### src/rtl/decode_pkg.sv
// Shared decode constants: opcodes, instruction-type encoding, field-valid
// bit positions and the per-type field-valid mask.
package decode_pkg;

  localparam logic [6:0] OPC_OP       = 7'b0110011;
  localparam logic [6:0] OPC_OP_IMM   = 7'b0010011;
  localparam logic [6:0] OPC_LOAD     = 7'b0000011;
  localparam logic [6:0] OPC_JALR     = 7'b1100111;
  localparam logic [6:0] OPC_STORE    = 7'b0100011;
  localparam logic [6:0] OPC_BRANCH   = 7'b1100011;
  localparam logic [6:0] OPC_LUI      = 7'b0110111;
  localparam logic [6:0] OPC_AUIPC    = 7'b0010111;
  localparam logic [6:0] OPC_JAL      = 7'b1101111;
  localparam logic [6:0] OPC_SYSTEM   = 7'b1110011;
  localparam logic [6:0] OPC_MISC_MEM = 7'b0001111;

  typedef enum logic [2:0] {
    TYPE_R   = 3'd0,
    TYPE_I   = 3'd1,
    TYPE_S   = 3'd2,
    TYPE_B   = 3'd3,
    TYPE_U   = 3'd4,
    TYPE_J   = 3'd5,
    TYPE_SYS = 3'd6,
    TYPE_ILL = 3'd7
  } instr_type_e;

  localparam int unsigned FV_RD    = 0;
  localparam int unsigned FV_RS1   = 1;
  localparam int unsigned FV_RS2   = 2;
  localparam int unsigned FV_FUNC3 = 3;
  localparam int unsigned FV_FUNC7 = 4;
  localparam int unsigned FV_IMM   = 5;
  localparam int unsigned FV_W     = 6;

  // Everything about a decoded instruction except the XLEN-wide imm/pc.
  typedef struct packed {
    logic [4:0]  rd;
    logic [4:0]  rs1;
    logic [4:0]  rs2;
    logic [2:0]  func3;
    logic [6:0]  func7;
    logic [5:0]  field_valid;
    instr_type_e itype;
    logic        illegal;
  } dec_fields_t;

  function automatic logic [FV_W-1:0] fv_mask(input instr_type_e t);
    logic [FV_W-1:0] m;
    m = '0;
    case (t)
      TYPE_R: begin
        m[FV_RD] = 1'b1; m[FV_RS1] = 1'b1; m[FV_RS2] = 1'b1;
        m[FV_FUNC3] = 1'b1; m[FV_FUNC7] = 1'b1;
      end
      TYPE_I, TYPE_SYS: begin
        m[FV_RD] = 1'b1; m[FV_RS1] = 1'b1; m[FV_FUNC3] = 1'b1; m[FV_IMM] = 1'b1;
      end
      TYPE_S, TYPE_B: begin
        m[FV_RS1] = 1'b1; m[FV_RS2] = 1'b1; m[FV_FUNC3] = 1'b1; m[FV_IMM] = 1'b1;
      end
      TYPE_U, TYPE_J: begin
        m[FV_RD] = 1'b1; m[FV_IMM] = 1'b1;
      end
      default: m = '0;
    endcase
    return m;
  endfunction

endpackage

### src/rtl/decode_stage_if.sv
// Upstream/downstream handshake and decoded-output bundle for decode_stage.
interface decode_stage_if #(
  parameter int unsigned XLEN = 32
);
  logic            flush;
  logic            in_valid;
  logic            in_ready;
  logic [31:0]     in_instr;
  logic [XLEN-1:0] in_pc;
  logic            out_valid;
  logic            out_ready;
  logic [XLEN-1:0] out_pc;
  logic [4:0]      out_rs1;
  logic [4:0]      out_rs2;
  logic [4:0]      out_rd;
  logic [2:0]      out_func3;
  logic [6:0]      out_func7;
  logic [XLEN-1:0] out_imm;
  logic [5:0]      out_field_valid;
  logic [2:0]      out_type;
  logic            out_illegal;

  modport master (
    output flush, in_valid, in_instr, in_pc, out_ready,
    input  in_ready, out_valid, out_pc, out_rs1, out_rs2, out_rd,
           out_func3, out_func7, out_imm, out_field_valid, out_type, out_illegal
  );

  modport slave (
    input  flush, in_valid, in_instr, in_pc, out_ready,
    output in_ready, out_valid, out_pc, out_rs1, out_rs2, out_rd,
           out_func3, out_func7, out_imm, out_field_valid, out_type, out_illegal
  );
endinterface

### src/rtl/decode_logic.sv
// Pure combinational RV32I(+M) field/immediate/type/legality decoder.
module decode_logic
  import decode_pkg::*;
#(
  parameter int unsigned XLEN  = 32,
  parameter int unsigned M_EXT = 1
) (
  input  logic [31:0]     instr_i,
  output dec_fields_t     fields_o,
  output logic [XLEN-1:0] imm_o
);

  logic [6:0]  opcode;
  logic [2:0]  f3;
  logic [6:0]  f7;
  logic [31:0] imm_i_fmt;
  logic [31:0] imm_s_fmt;
  logic [31:0] imm_b_fmt;
  logic [31:0] imm_u_fmt;
  logic [31:0] imm_j_fmt;
  logic [31:0] imm32;
  logic        ill;
  instr_type_e itype;

  assign opcode = instr_i[6:0];
  assign f3     = instr_i[14:12];
  assign f7     = instr_i[31:25];

  assign imm_i_fmt = {{20{instr_i[31]}}, instr_i[31:20]};
  assign imm_s_fmt = {{20{instr_i[31]}}, instr_i[31:25], instr_i[11:7]};
  assign imm_b_fmt = {{19{instr_i[31]}}, instr_i[31], instr_i[7], instr_i[30:25],
                      instr_i[11:8], 1'b0};
  assign imm_u_fmt = {instr_i[31:12], 12'h000};
  assign imm_j_fmt = {{11{instr_i[31]}}, instr_i[31], instr_i[19:12], instr_i[20],
                      instr_i[30:21], 1'b0};

  // Classify opcode, pick immediate format and apply legality rules.
  always_comb begin
    itype = TYPE_ILL;
    imm32 = '0;
    ill   = 1'b0;
    case (opcode)
      OPC_OP: begin
        itype = TYPE_R;
        if (f7 == 7'b0000000) begin
          ill = 1'b0;
        end else if (f7 == 7'b0100000 && (f3 == 3'b000 || f3 == 3'b101)) begin
          ill = 1'b0;
        end else if (f7 == 7'b0000001 && M_EXT != 0) begin
          ill = 1'b0;
        end else begin
          ill = 1'b1;
        end
      end
      OPC_OP_IMM: begin
        itype = TYPE_I;
        imm32 = imm_i_fmt;
        if (f3 == 3'b001 || f3 == 3'b101) begin
          // RV64 shamt is 6 bits, so only instr[31:26] carry the shift kind.
          if (XLEN == 64) begin
            ill = !((instr_i[31:26] == 6'b000000) ||
                    (f3 == 3'b101 && instr_i[31:26] == 6'b010000));
          end else begin
            ill = !((instr_i[31:25] == 7'b0000000) ||
                    (f3 == 3'b101 && instr_i[31:25] == 7'b0100000));
          end
        end
      end
      OPC_LOAD, OPC_JALR: begin
        itype = TYPE_I;
        imm32 = imm_i_fmt;
      end
      OPC_STORE: begin
        itype = TYPE_S;
        imm32 = imm_s_fmt;
      end
      OPC_BRANCH: begin
        itype = TYPE_B;
        imm32 = imm_b_fmt;
      end
      OPC_LUI, OPC_AUIPC: begin
        itype = TYPE_U;
        imm32 = imm_u_fmt;
      end
      OPC_JAL: begin
        itype = TYPE_J;
        imm32 = imm_j_fmt;
      end
      OPC_SYSTEM, OPC_MISC_MEM: begin
        itype = TYPE_SYS;
        imm32 = imm_i_fmt;
      end
      default: ill = 1'b1;
    endcase
    if (instr_i[1:0] != 2'b11) begin
      ill = 1'b1;
    end
    if (ill) begin
      itype = TYPE_ILL;
      imm32 = '0;
    end
  end

  // Raw register/func slices always pass through; validity says which matter.
  always_comb begin
    fields_o.rd          = instr_i[11:7];
    fields_o.rs1         = instr_i[19:15];
    fields_o.rs2         = instr_i[24:20];
    fields_o.func3       = f3;
    fields_o.func7       = f7;
    fields_o.field_valid = ill ? '0 : fv_mask(itype);
    fields_o.itype       = itype;
    fields_o.illegal     = ill;
  end

  assign imm_o = XLEN'($signed(imm32));

endmodule

### src/rtl/decode_stage.sv
// Decode stage: input-side decoder feeding a two-entry (main + skid) buffer
// with registered in_ready.
module decode_stage
  import decode_pkg::*;
#(
  parameter int unsigned XLEN  = 32,
  parameter int unsigned M_EXT = 1
) (
  input logic          clk,
  input logic          rst,
  decode_stage_if.slave bus
);

  dec_fields_t     dec_f;
  logic [XLEN-1:0] dec_imm;

  decode_logic #(
    .XLEN  (XLEN),
    .M_EXT (M_EXT)
  ) u_decode_logic (
    .instr_i  (bus.in_instr),
    .fields_o (dec_f),
    .imm_o    (dec_imm)
  );

  logic            main_v_q, main_v_d;
  logic            skid_v_q, skid_v_d;
  dec_fields_t     main_f_q, main_f_d;
  dec_fields_t     skid_f_q, skid_f_d;
  logic [XLEN-1:0] main_imm_q, main_imm_d;
  logic [XLEN-1:0] skid_imm_q, skid_imm_d;
  logic [XLEN-1:0] main_pc_q, main_pc_d;
  logic [XLEN-1:0] skid_pc_q, skid_pc_d;
  logic            rdy_q, rdy_d;
  logic            in_ready;
  logic            accept;
  logic            drain;

  // rdy_q is preset during reset so in_ready rises in the first cycle after
  // rst drops; the rst gate keeps it low while reset is held.
  assign in_ready = rdy_q & ~rst;
  assign accept   = bus.in_valid & in_ready;
  assign drain    = main_v_q & bus.out_ready;

  // Skid buffer next-state: refill main from skid first, else from input.
  always_comb begin
    main_v_d   = main_v_q;
    skid_v_d   = skid_v_q;
    main_f_d   = main_f_q;
    skid_f_d   = skid_f_q;
    main_imm_d = main_imm_q;
    skid_imm_d = skid_imm_q;
    main_pc_d  = main_pc_q;
    skid_pc_d  = skid_pc_q;
    if (bus.flush) begin
      main_v_d = 1'b0;
      skid_v_d = 1'b0;
    end else if (!main_v_q || drain) begin
      if (skid_v_q) begin
        main_v_d   = 1'b1;
        main_f_d   = skid_f_q;
        main_imm_d = skid_imm_q;
        main_pc_d  = skid_pc_q;
        skid_v_d   = 1'b0;
      end else if (accept) begin
        main_v_d   = 1'b1;
        main_f_d   = dec_f;
        main_imm_d = dec_imm;
        main_pc_d  = bus.in_pc;
      end else begin
        main_v_d = 1'b0;
      end
    end else if (accept) begin
      skid_v_d   = 1'b1;
      skid_f_d   = dec_f;
      skid_imm_d = dec_imm;
      skid_pc_d  = bus.in_pc;
    end
    rdy_d = ~skid_v_d;
  end

  // State registers with synchronous reset clearing entries and data.
  always_ff @(posedge clk) begin
    if (rst) begin
      main_v_q   <= 1'b0;
      skid_v_q   <= 1'b0;
      main_f_q   <= '0;
      skid_f_q   <= '0;
      main_imm_q <= '0;
      skid_imm_q <= '0;
      main_pc_q  <= '0;
      skid_pc_q  <= '0;
      rdy_q      <= 1'b1;
    end else begin
      main_v_q   <= main_v_d;
      skid_v_q   <= skid_v_d;
      main_f_q   <= main_f_d;
      skid_f_q   <= skid_f_d;
      main_imm_q <= main_imm_d;
      skid_imm_q <= skid_imm_d;
      main_pc_q  <= main_pc_d;
      skid_pc_q  <= skid_pc_d;
      rdy_q      <= rdy_d;
    end
  end

  assign bus.in_ready        = in_ready;
  assign bus.out_valid       = main_v_q;
  assign bus.out_pc          = main_pc_q;
  assign bus.out_rs1         = main_f_q.rs1;
  assign bus.out_rs2         = main_f_q.rs2;
  assign bus.out_rd          = main_f_q.rd;
  assign bus.out_func3       = main_f_q.func3;
  assign bus.out_func7       = main_f_q.func7;
  assign bus.out_imm         = main_imm_q;
  assign bus.out_field_valid = main_f_q.field_valid;
  assign bus.out_type        = main_f_q.itype;
  assign bus.out_illegal     = main_f_q.illegal;

endmodule

### src/flat_wrapper.sv
// flat-port wrapper written by rule: the top's interface ports become plain ports
module decode_stage_flat import decode_pkg::*;
#(
  parameter int unsigned XLEN  = 32,
  parameter int unsigned M_EXT = 1
)
  (clk, rst, bus_flush, bus_in_valid, bus_in_instr, bus_in_pc, bus_out_ready, bus_in_ready, bus_out_valid, bus_out_pc, bus_out_rs1, bus_out_rs2, bus_out_rd, bus_out_func3, bus_out_func7, bus_out_imm, bus_out_field_valid, bus_out_type, bus_out_illegal);
  decode_stage_if #(.XLEN(XLEN)) bus_i ();
  input logic clk;
  input logic rst;
  input wire logic [$bits(bus_i.flush)-1:0] bus_flush;
  input wire logic [$bits(bus_i.in_valid)-1:0] bus_in_valid;
  input wire logic [$bits(bus_i.in_instr)-1:0] bus_in_instr;
  input wire logic [$bits(bus_i.in_pc)-1:0] bus_in_pc;
  input wire logic [$bits(bus_i.out_ready)-1:0] bus_out_ready;
  output wire logic [$bits(bus_i.in_ready)-1:0] bus_in_ready;
  output wire logic [$bits(bus_i.out_valid)-1:0] bus_out_valid;
  output wire logic [$bits(bus_i.out_pc)-1:0] bus_out_pc;
  output wire logic [$bits(bus_i.out_rs1)-1:0] bus_out_rs1;
  output wire logic [$bits(bus_i.out_rs2)-1:0] bus_out_rs2;
  output wire logic [$bits(bus_i.out_rd)-1:0] bus_out_rd;
  output wire logic [$bits(bus_i.out_func3)-1:0] bus_out_func3;
  output wire logic [$bits(bus_i.out_func7)-1:0] bus_out_func7;
  output wire logic [$bits(bus_i.out_imm)-1:0] bus_out_imm;
  output wire logic [$bits(bus_i.out_field_valid)-1:0] bus_out_field_valid;
  output wire logic [$bits(bus_i.out_type)-1:0] bus_out_type;
  output wire logic [$bits(bus_i.out_illegal)-1:0] bus_out_illegal;
  assign bus_i.flush = bus_flush;
  assign bus_i.in_valid = bus_in_valid;
  assign bus_i.in_instr = bus_in_instr;
  assign bus_i.in_pc = bus_in_pc;
  assign bus_i.out_ready = bus_out_ready;
  assign bus_in_ready = bus_i.in_ready;
  assign bus_out_valid = bus_i.out_valid;
  assign bus_out_pc = bus_i.out_pc;
  assign bus_out_rs1 = bus_i.out_rs1;
  assign bus_out_rs2 = bus_i.out_rs2;
  assign bus_out_rd = bus_i.out_rd;
  assign bus_out_func3 = bus_i.out_func3;
  assign bus_out_func7 = bus_i.out_func7;
  assign bus_out_imm = bus_i.out_imm;
  assign bus_out_field_valid = bus_i.out_field_valid;
  assign bus_out_type = bus_i.out_type;
  assign bus_out_illegal = bus_i.out_illegal;
  decode_stage #(.XLEN(XLEN), .M_EXT(M_EXT)) u_core (.clk(clk), .rst(rst), .bus(bus_i));
endmodule
### config.mk
export PLATFORM = sky130hd
export DESIGN_NAME = decode_stage_flat
export DESIGN_NICKNAME = d
export VERILOG_FILES = /design/src/rtl/decode_pkg.sv /design/src/rtl/decode_stage_if.sv /design/src/rtl/decode_logic.sv /design/src/rtl/decode_stage.sv /design/src/flat_wrapper.sv
export SDC_FILE = /design/constraint.sdc
export NUM_CORES = 1
export LEC_CHECK = 0
export ABC_AREA = 0
export CORE_MARGIN = 8
export CORE_UTILIZATION = 45
export DETAILED_ROUTE_END_ITERATION = 8
export PLACE_DENSITY = 0.7
export SETUP_SLACK_MARGIN = 0.05
export SLEW_MARGIN = 0
export SYNTH_ARGS = -nofsm -noshare
export SYNTH_HDL_FRONTEND = slang
export SYNTH_HIERARCHICAL = 1
export SYNTH_SLANG_ARGS = --single-unit
### constraint.sdc
create_clock -name clk -period 5.2 [get_ports clk]
set_input_delay 0.78 -clock clk [delete_from_list [all_inputs] [get_ports clk]]
set_output_delay 0.78 -clock clk [all_outputs]
set_load 0.02 [all_outputs]
### Yosys cells after proc, flatten, opt, wreduce, memory -nomap -nowiden

Index checks and enable logic that the tools add are counted.

| word-level totals | value |
|---|---|
| bits in registers | 201 |
| latch bits | 0 |
| bits in writable memories | 0 |
| memory bits (read-only) | 0 |
| input bits | 69 |
| output and inout bits | 101 |
| logic and storage cells | 103 |
| memories | 0 |

| cells by class | value |
|---|---|
| $add $sub $neg | 0 |
| multipliers | 0 |
| div/mod/pow operators | 0 |
| magnitude comparators | 0 |
| equality and inequality tests | 22 |
| shift-type cells | 0 |
| muxes and demuxes | 27 |
| bitwise logic cells | 7 |
| reduce and logical (&&, ||, !) cells | 24 |

Operators with widths:

| operator | count |
|---|---|
| $mux 32 | 5 |
| $pmux 32 s5 | 1 |
| $mux 35 | 2 |
| $eq 7x6->1 const B | 4 |
| $eq 7x7->1 const B | 4 |
| $pmux 3 s7 | 1 |
| $mux 1 | 15 |
| $reduce_or 5->1 | 3 |
| $eq 7x5->1 const B | 2 |
| $eq 3x3->1 const B | 4 |
| $reduce_or 9->1 | 1 |
| $eq 7x1->1 const B | 1 |
| $eq 7x2->1 const B | 1 |
| $eq 7x4->1 const B | 1 |
| $logic_not 7->1 | 1 |
| $eq 3x1->1 const B | 2 |
| $eq 3x2->1 const B | 2 |
| $logic_not 3->1 | 2 |
| $mux 6 | 1 |
| $reduce_and 3->1 | 2 |
| $reduce_or 2->1 | 3 |
| $reduce_or 3->1 | 2 |
| $reduce_or 6->1 | 1 |
| $logic_or 1x1->1 | 4 |
| other kinds (8) | 15 |

### Longest topological paths before layout

Gate-level depths: netlist (run 1).

| logic depth | value |
|---|---|
| depth after elaboration | 14 |
| mapped depth | 10 |
| gate-level depth less buffers | 7 |

### By module

The synthesis (run 1) kept the hierarchy.

By module, submodules not included:

| module | times used | cells an instance | area an instance (µm²) | seq. area each (µm²) |
|---|---|---|---|---|
| decode_stage | 1 | 1040 | 8849.7 | 4023.9 |
| decode_logic | 1 | 186 | 1093.5 | 0.0 |

### Least setup slack after synthesis (run 1)

No wires, ideal clock.

| path | value |
|---|---|
| path type | input -> register |
| from | input port bus_in_instr[6] |
| to | register u_core.main_imm_q[21], in the netlist u_core/bus.out_imm[21] |
| library setup time | 145 ps |
| arrival | 2486 ps |
| required time | 5055 ps |
| slack | 2569 ps |
| stages on the path | 10 |
| buffers on the path | 3 |
| cells stage by stage | buf_2 -> nor2b_1 -> a22o_1 -> a211o_1 -> nand4_1 -> buf_2 -> buf_6 -> a21oi_2 -> a2111oi_0 -> a221oi_1 |

| between the ends | value |
|---|---|
| longest elaborated chain between the ends | 7 |
| elaborated cells on any way between the ends | 20 |
| those cells by class | 11 x eq/ne; 6 x mux; 3 x reduce/logical |

Ends and longest elaborated chain:

| item | line | source |
|---|---|---|
| start: declaration | flat_wrapper.sv:13 | `input wire logic [$bits(bus_i.in_instr)-1:0] bus_in_instr;` |
| $eq 7x7->1 (tied with other cells) | decode_logic.sv:42 | `case (opcode)` |
| $reduce_or 9->1 (no line) | - |  |
| $pmux 1 s3 | decode_logic.sv:42 |  |
| $mux 1 | decode_logic.sv:95 | `if (instr_i[1:0] != 2'b11) begin` |
| $mux 32 (*) | decode_logic.sv:98 | `if (ill) begin` |
| via u_core.dec_imm[21] | decode_stage.sv:15 | `logic [XLEN-1:0] dec_imm;` |
| $mux 32 (*) | decode_stage.sv:65 | `end else if (accept) begin` |
| $mux 32 (*) | decode_stage.sv:59 | `if (skid_v_q) begin` |
| end signal: assignment | decode_stage.sv:99 | `main_imm_q <= main_imm_d;` |
| end: declaration | decode_stage.sv:30 | `logic [XLEN-1:0] main_imm_q, main_imm_d;` |

The timed path passes the listed nets; every way through them passes the cells marked *. The select of a mux whose other input is x is not followed.
A chain may end at the register's enable or synchronous reset.

### Final worst setup path (run 1)

| path | value |
|---|---|
| from | input port bus_in_instr[3] |
| to | register u_core.main_imm_q[26], in the netlist u_core/bus.out_imm[26] |

Same word-level chain as after synthesis.

==> qor.yml, run 1 <==
synthTopCellsByCount: "dfxtp_1, a21oi_1, clkbuf_1"
num_vias: 9735
seqPwrFrac: 0.437
reg2reg_slack_ps: 2710
outcome: "completed"
hold_class: "reg -> reg"
final_max_slew_viol_count: 0
utilization: 0.557
syn_area_sq_um: 9940
swShare: 0.256
path_buf_inv: 2
grtUsageTotal: 0.231
fin_crit_sh: 0.697
cts_tree: "built"
post_cts_buffers: 0
finalHoldViolations: 0
cts_resized: 0
ys.flop_type: "dfxtp_1"
slowest_delay_ps: 680
fmax_mhz: 276
syn_avg_cell_area_sq_um: 8.11
crit_path_top_delay_cell: "clkdlybuf4s50_1"
setup_violations: 0
ys_ff_latch: 201
min_period_ps: 3630
power_uw: 3680
grt_pass1_wl_um: 51700
skew_ps: 10.9
clock_latency_ps: 510
start_kind: "input port"
htree_num_levels: 1
cts_hold_buf: 0
worstMarginPinSlew_ps: 1080
synth_edf_count: 0
die_w_um: 165
core_region_area_sq_um: 21800
pwr-share-comb: 0.122
synth_top_cell_by_area: "dfxtp_1"
setup.worst_path.class: "in -> reg"
synth_top_cell_area_share: 0.405
dieArea_sq_um: 27100
end_kind: "flop"
antenna_found_initial: 1
start_util: 0.457
fill_cells: 2029
ys_seq_area_frac: 0.405
drtPass1Iterations: 5
ant_nets: 0
drtIter0Drc: 1136
synthDistinctLibCells: 48
num_rows: 54
layout-drive-gt1-share: 0.0595
dp_hpwl_um: 19100
syn_nets: 1295
cp_top_family: "compound AO/OA/AOI/OAI gates"
setup_slack_ps: 1570
ios: 170
cap_viol_max_count: 0
worstPathArrival_ps: 3960
crit_chain: "clkdlybuf4s50_1 > nor2_1 > o211ai_1 > a221o_1 > nand4_1 > buf_4 > a21oi_2 > a2111oi_0 > a221oi_1"
numPortBuffers: 169
p_sw_uw: 940
nets: 1331
cts-root-buf: "clkbuf_16"
rsz0062_at_grt: "no"
multi_input_area_sq_um: 4770
ys_warn_count: 6
yosysMostFrequentCell: "dfxtp_1"
drc: 0
crit_fanout: 21
routedWlPerCell_um: 21.1
clkPwrFrac: 0.442
required_ps: 5530
cts_sinks: 201
grt_max_degree: 130
cts_max_path_buffers: 3
relSlewSlack: 0.281
async_flop_share: 0
intPower_uw: 2740
grt_pass1_vias: 9070
die_h_um: 165
avgViaCountPerCell: 6.24
syn_to_final_growth_pct: 21.8
tns_ps: 0
clk_pin_slew_ps: 60
seqCellArea_sq_um: 4030
ir_drop_mv: 0.212
synth_top_cells_by_area: "dfxtp_1, a2111oi_0, a221oi_1"
power_density_nw_per_um2: 304
leakagePower_uw: 0.00387
grt-ovfl-total: 0
netlist_instances: 1226
gp_congestion: 0.907
dpl_worst_slack_ps: 1160
numCtsBuffers: 23
wl_um: 33000
## cells in the final DEF (no fill, tap or decap), types with 4 or more instances in the layout
cell             Yosys  layout
clkbuf_16            0      23
nand3_1            105     105
inv_1              105     104
and2_1             102     101
nand2_1             33      31
dfxtp_1            201     200
nor2b_1              6       5
a22oi_1              4       4
buf_4               27      12
nor2_1              24      24
a21oi_2             10      10
clkdlybuf4s50_1      0     167
clkbuf_8             0      12
nand2b_1             4       4
a221oi_1            99      99
a21oi_1            116     116
o21ai_0            106     106
a2111oi_0           99      99
## flip-flops by register name (all words and copies together), names as in the netlist, 6 cells and up
name,flops
u_core/skid_f_q,35
u_core/bus.out_imm,32
u_core/bus.out_pc,32
u_core/skid_imm_q,32
u_core/skid_pc_q,32
u_core/bus.out_func7,7
u_core/bus.out_field_valid,6
## metal layers
| layer | share of wire | GRT usage |
|---|---|---|
| met1 | 0.42 | 0.315 |
| met2 | 0.46 | 0.362 |
| met3 | 0.079 | 0.0346 |
| met4 | 0.036 | 0.0876 |
| met5 | 0 | 0 |
## worst register-to-register path, stage by stage (launching register included)
cell	delay [ps]
dfxtp_1	360
nor2b_4	680
a211o_4	740
buf_4	420
a221oi_1	130
## power by group through the flow
stage / Combinational [uW] / Clock, uW / Sequential [uW]
CTS: 445 / 1660 / 1610
finish: 447 / 1630 / 1610
global route: 477 / 1710 / 1610
floorplan: 198 / 0 / 1690
detailed placement: 443 / 0 / 1640
global placement: 441 / 0 / 1640
## final cells by class
class,count,area share
Multi-Input combinational cell,749,0.394
Antenna cell,2,0.000413
Inverter,105,0.0325
Tap cell,280,0.0289
Sequential cell,201,0.332
Timing Repair Buffer,182,0.148
Clock inverter,4,0.00227
Clock buffer,36,0.0615
## path summary, 6_finish.rpt
check                                         endpoint  cells past startpoint                   start
worst max-delay path            u_core/bus.out_imm[26]                      9         bus_in_instr[3]
worst min-delay path            u_core/bus.out_imm[25]                      2  u_core/bus.out_imm[25]
worst min register to register  u_core/bus.out_imm[25]                      2  u_core/bus.out_imm[25]
worst max register to register   u_core/bus.out_rs1[1]                      4    u_core/bus.out_valid
## cell families after synthesis
| kind of cell | synth area share |
|---|---|
| AO/OA/AOI/OAI | 0.314 |
| flip-flops | 0.405 |
| AND/OR/NAND/NOR | 0.160 |
| buffers and inverters | 0.120 |
| multiplexers | 0.00101 |
## metrics by stage
stage / cells / hold WS [ps] / cell area, sq um
floorplan: 1226 / 449 / 9940
global placement: 1517 / 455 / 11300
detailed placement: 1517 / 460 / 11300
CTS: 1557 / 469 / 12100
global route: 1559 / 481 / 12100
finish: 1559 / 465 / 12100
Note: power is estimated with default switching activity, not from simulation.
==> run 2, diff against run 1 <==
PLACE_DENSITY = 0.72   (was 0.7)
clock period = 3 ns   (was 5.2 ns; I/O delays follow)
==> run 2 against run 1 <==
Die area is the same. Via count grew 2.7%. Critical path depth grew 1. Clock skew shrank 3.5 ps. Sequential share of layout area shrank 1.7 points. Count of clock-buffer cells in the layout shrank 8. Routed wire length grew 3.1%.
==> qor.yml, run 2 (synthesis results as in run 1) <==
outcome: "completed"
setup_violations: 0  # unchanged
multi_input_area_sq_um: 4770  # unchanged
die_w_um: 165  # unchanged
skew_ps: 7.41  # -3.49 ps
relSlewSlack: 0.232  # -0.0495
end_kind: "flop"
drc: 0  # unchanged
post_cts_buffers: 0  # unchanged
fmax_mhz: 374
grt_pass1_wl_um: 52100  # +0.79%
cts_resized: 0  # unchanged
drtPass1Iterations: 5  # unchanged
fill_cells: 1967  # -3.1%
avgViaCountPerCell: 6.12  # -2.0%
ant_nets: 0  # unchanged
cp_top_family: "compound AO/OA/AOI/OAI gates"
drtIter0Drc: 1030  # -9.3%
worstPathArrival_ps: 3020  # -940 ps
setup.worst_path.class: "in -> reg"
htree_num_levels: 1  # unchanged
ios: 170  # unchanged
routedWlPerCell_um: 20.8  # -1.6%
nets: 1407  # +5.7%
fin_cells: 1634  # +4.8%
start_util: 0.457  # unchanged
seqCellArea_sq_um: 4030  # unchanged
clk_pin_slew_ps: 60  # about the same
tns_ps: 0  # unchanged
required_ps: 3350  # -2180 ps
dp_hpwl_um: 21300  # +11%
start_kind: "input port"
crit_fanout: 11  # -48%
slowest_delay_ps: 630  # -50 ps
dieArea_sq_um: 27100  # unchanged
grt_pass1_vias: 9226  # +1.7%
leakagePower_uw: 0.00424  # +9.6%
cts_sinks: 201  # unchanged
hold_ws_ps: 357  # -107 ps
power_uw: 6450  # +75%
layout.cells.most_common: "dfxtp_1"
power_density_nw_per_um2: 506  # +66%
crit_path_top_delay_cell: "clkdlybuf4s50_1"
final_cell_mix: "dfxtp_1, clkdlybuf4s50_1, a21oi_1, o21ai_0, nand3_1"
layout-drive-gt1-share: 0.108  # +0.0486
cts_hold_buf: 0  # unchanged
hold_class: "in -> reg"
final_max_slew_viol_count: 0  # unchanged
grt-ovfl-total: 0  # unchanged
largest_reg_flops: 35  # unchanged
num_vias: 9999  # +2.7%
fin_crit_sh: 0.892
gp_congestion: 0.945  # +4.2%
cap_viol_max_count: 0  # unchanged
worstMarginPinSlew_ps: 1150  # +74.2 ps
clock_latency_ps: 510  # about the same
finalHoldViolations: 0  # unchanged
numPortBuffers: 169  # unchanged
grtUsageTotal: 0.236  # +0.00508
wl_um: 34000  # +3.1%
cts-root-buf: "clkbuf_16"
numCtsBuffers: 23  # unchanged
antenna_found_initial: 3  # +2
path_buf_inv: 3  # +1
syn_to_final_growth_pct: 28.3
ir_drop_mv: 0.242  # +14%
top_register: "u_core/skid_f_q"
cts_tree: "built"
cts_max_path_buffers: 3  # unchanged
rsz0062_at_grt: "no"
grt_max_degree: 101  # -22%
crit_chain: "clkdlybuf4s50_1 > nand2b_1 > a22o_1 > a211o_1 > nand4_1 > buf_4 > buf_12 > nor2_1 > a2111oi_0 > a221oi_1"
core_region_area_sq_um: 21800  # unchanged
dpl.cell_count: 1593  # +5.0%
die_h_um: 165  # unchanged
min_period_ps: 2680
num_rows: 54  # unchanged
run 2: cell count changes in the layout (fill, tap and decap cells not counted):
cell / previous run / this run
clkbuf_1: 1 / 5
diode_2: 2 / 3
clkinv_2: 2 / 3
buf_12: 1 / 10
clkinvlp_4: 0 / 3
bufinv_16: 0 / 3
inv_6: 2 / 1
clkbuf_8: 12 / 0
buf_4: 12 / 79
run 2: per-layer routing:
layer	vias up	part of all wire	GRT usage
li1	4692	-	-
met4	0	0.039	0.0983
met1	4828	0.43	0.318
met2	402	0.46	0.371
met3	77	0.071	0.0336
met5	-	0	0
run 2: path summary, 6_finish.rpt:
check | start | end | slack [ps] | cells after the start
setup / recovery | bus_in_instr[4] | u_core/bus.out_imm[8] | 320 | 10
hold / removal | rst | u_core/skid_f_q[1] | 360 | 2
setup reg to reg | u_core/skid_v_q | u_core/bus.out_func7[3] | 560 | 5
hold reg to reg | u_core/bus.out_pc[6] | u_core/bus.out_pc[6] | 460 | 2
run 2: through the flow:
stage / setup WS [ps] / instance area [sq um] / utilization
global route: 143 / 12800 / 0.586
CTS: 346 / 12700 / 0.586
floorplan: 699 / 9940 / -
finish: 324 / 12800 / 0.586
global placement: -164 / 12000 / 0.552
detailed placement: -174 / 12000 / 0.552
run 2: report_power, final:
group	internal [uW]	leakage [uW]	switching [uW]	total, uW
combinational	376	0.00226	489	865
sequential	2740	0.00163	42.8	2790
clock	1660	0.000348	1140	2800
total	4780	0.00424	1670	6450
run 2: cell type report:
type	instances	share of cell area
Multi-Input combinational cell	749	0.374
Clock buffer	28	0.0466
Antenna cell	3	0.000588
Tap cell	280	0.0275
Sequential cell	201	0.316
Inverter	105	0.0309
Clock inverter	10	0.0107
Timing Repair Buffer	258	0.194
==> run 3, diff against run 2 <==
TNS_END_PERCENT = 100   (was not set)
==> results of run 3 <==
Final layout, timing and power as in run 2 (identical DEF).
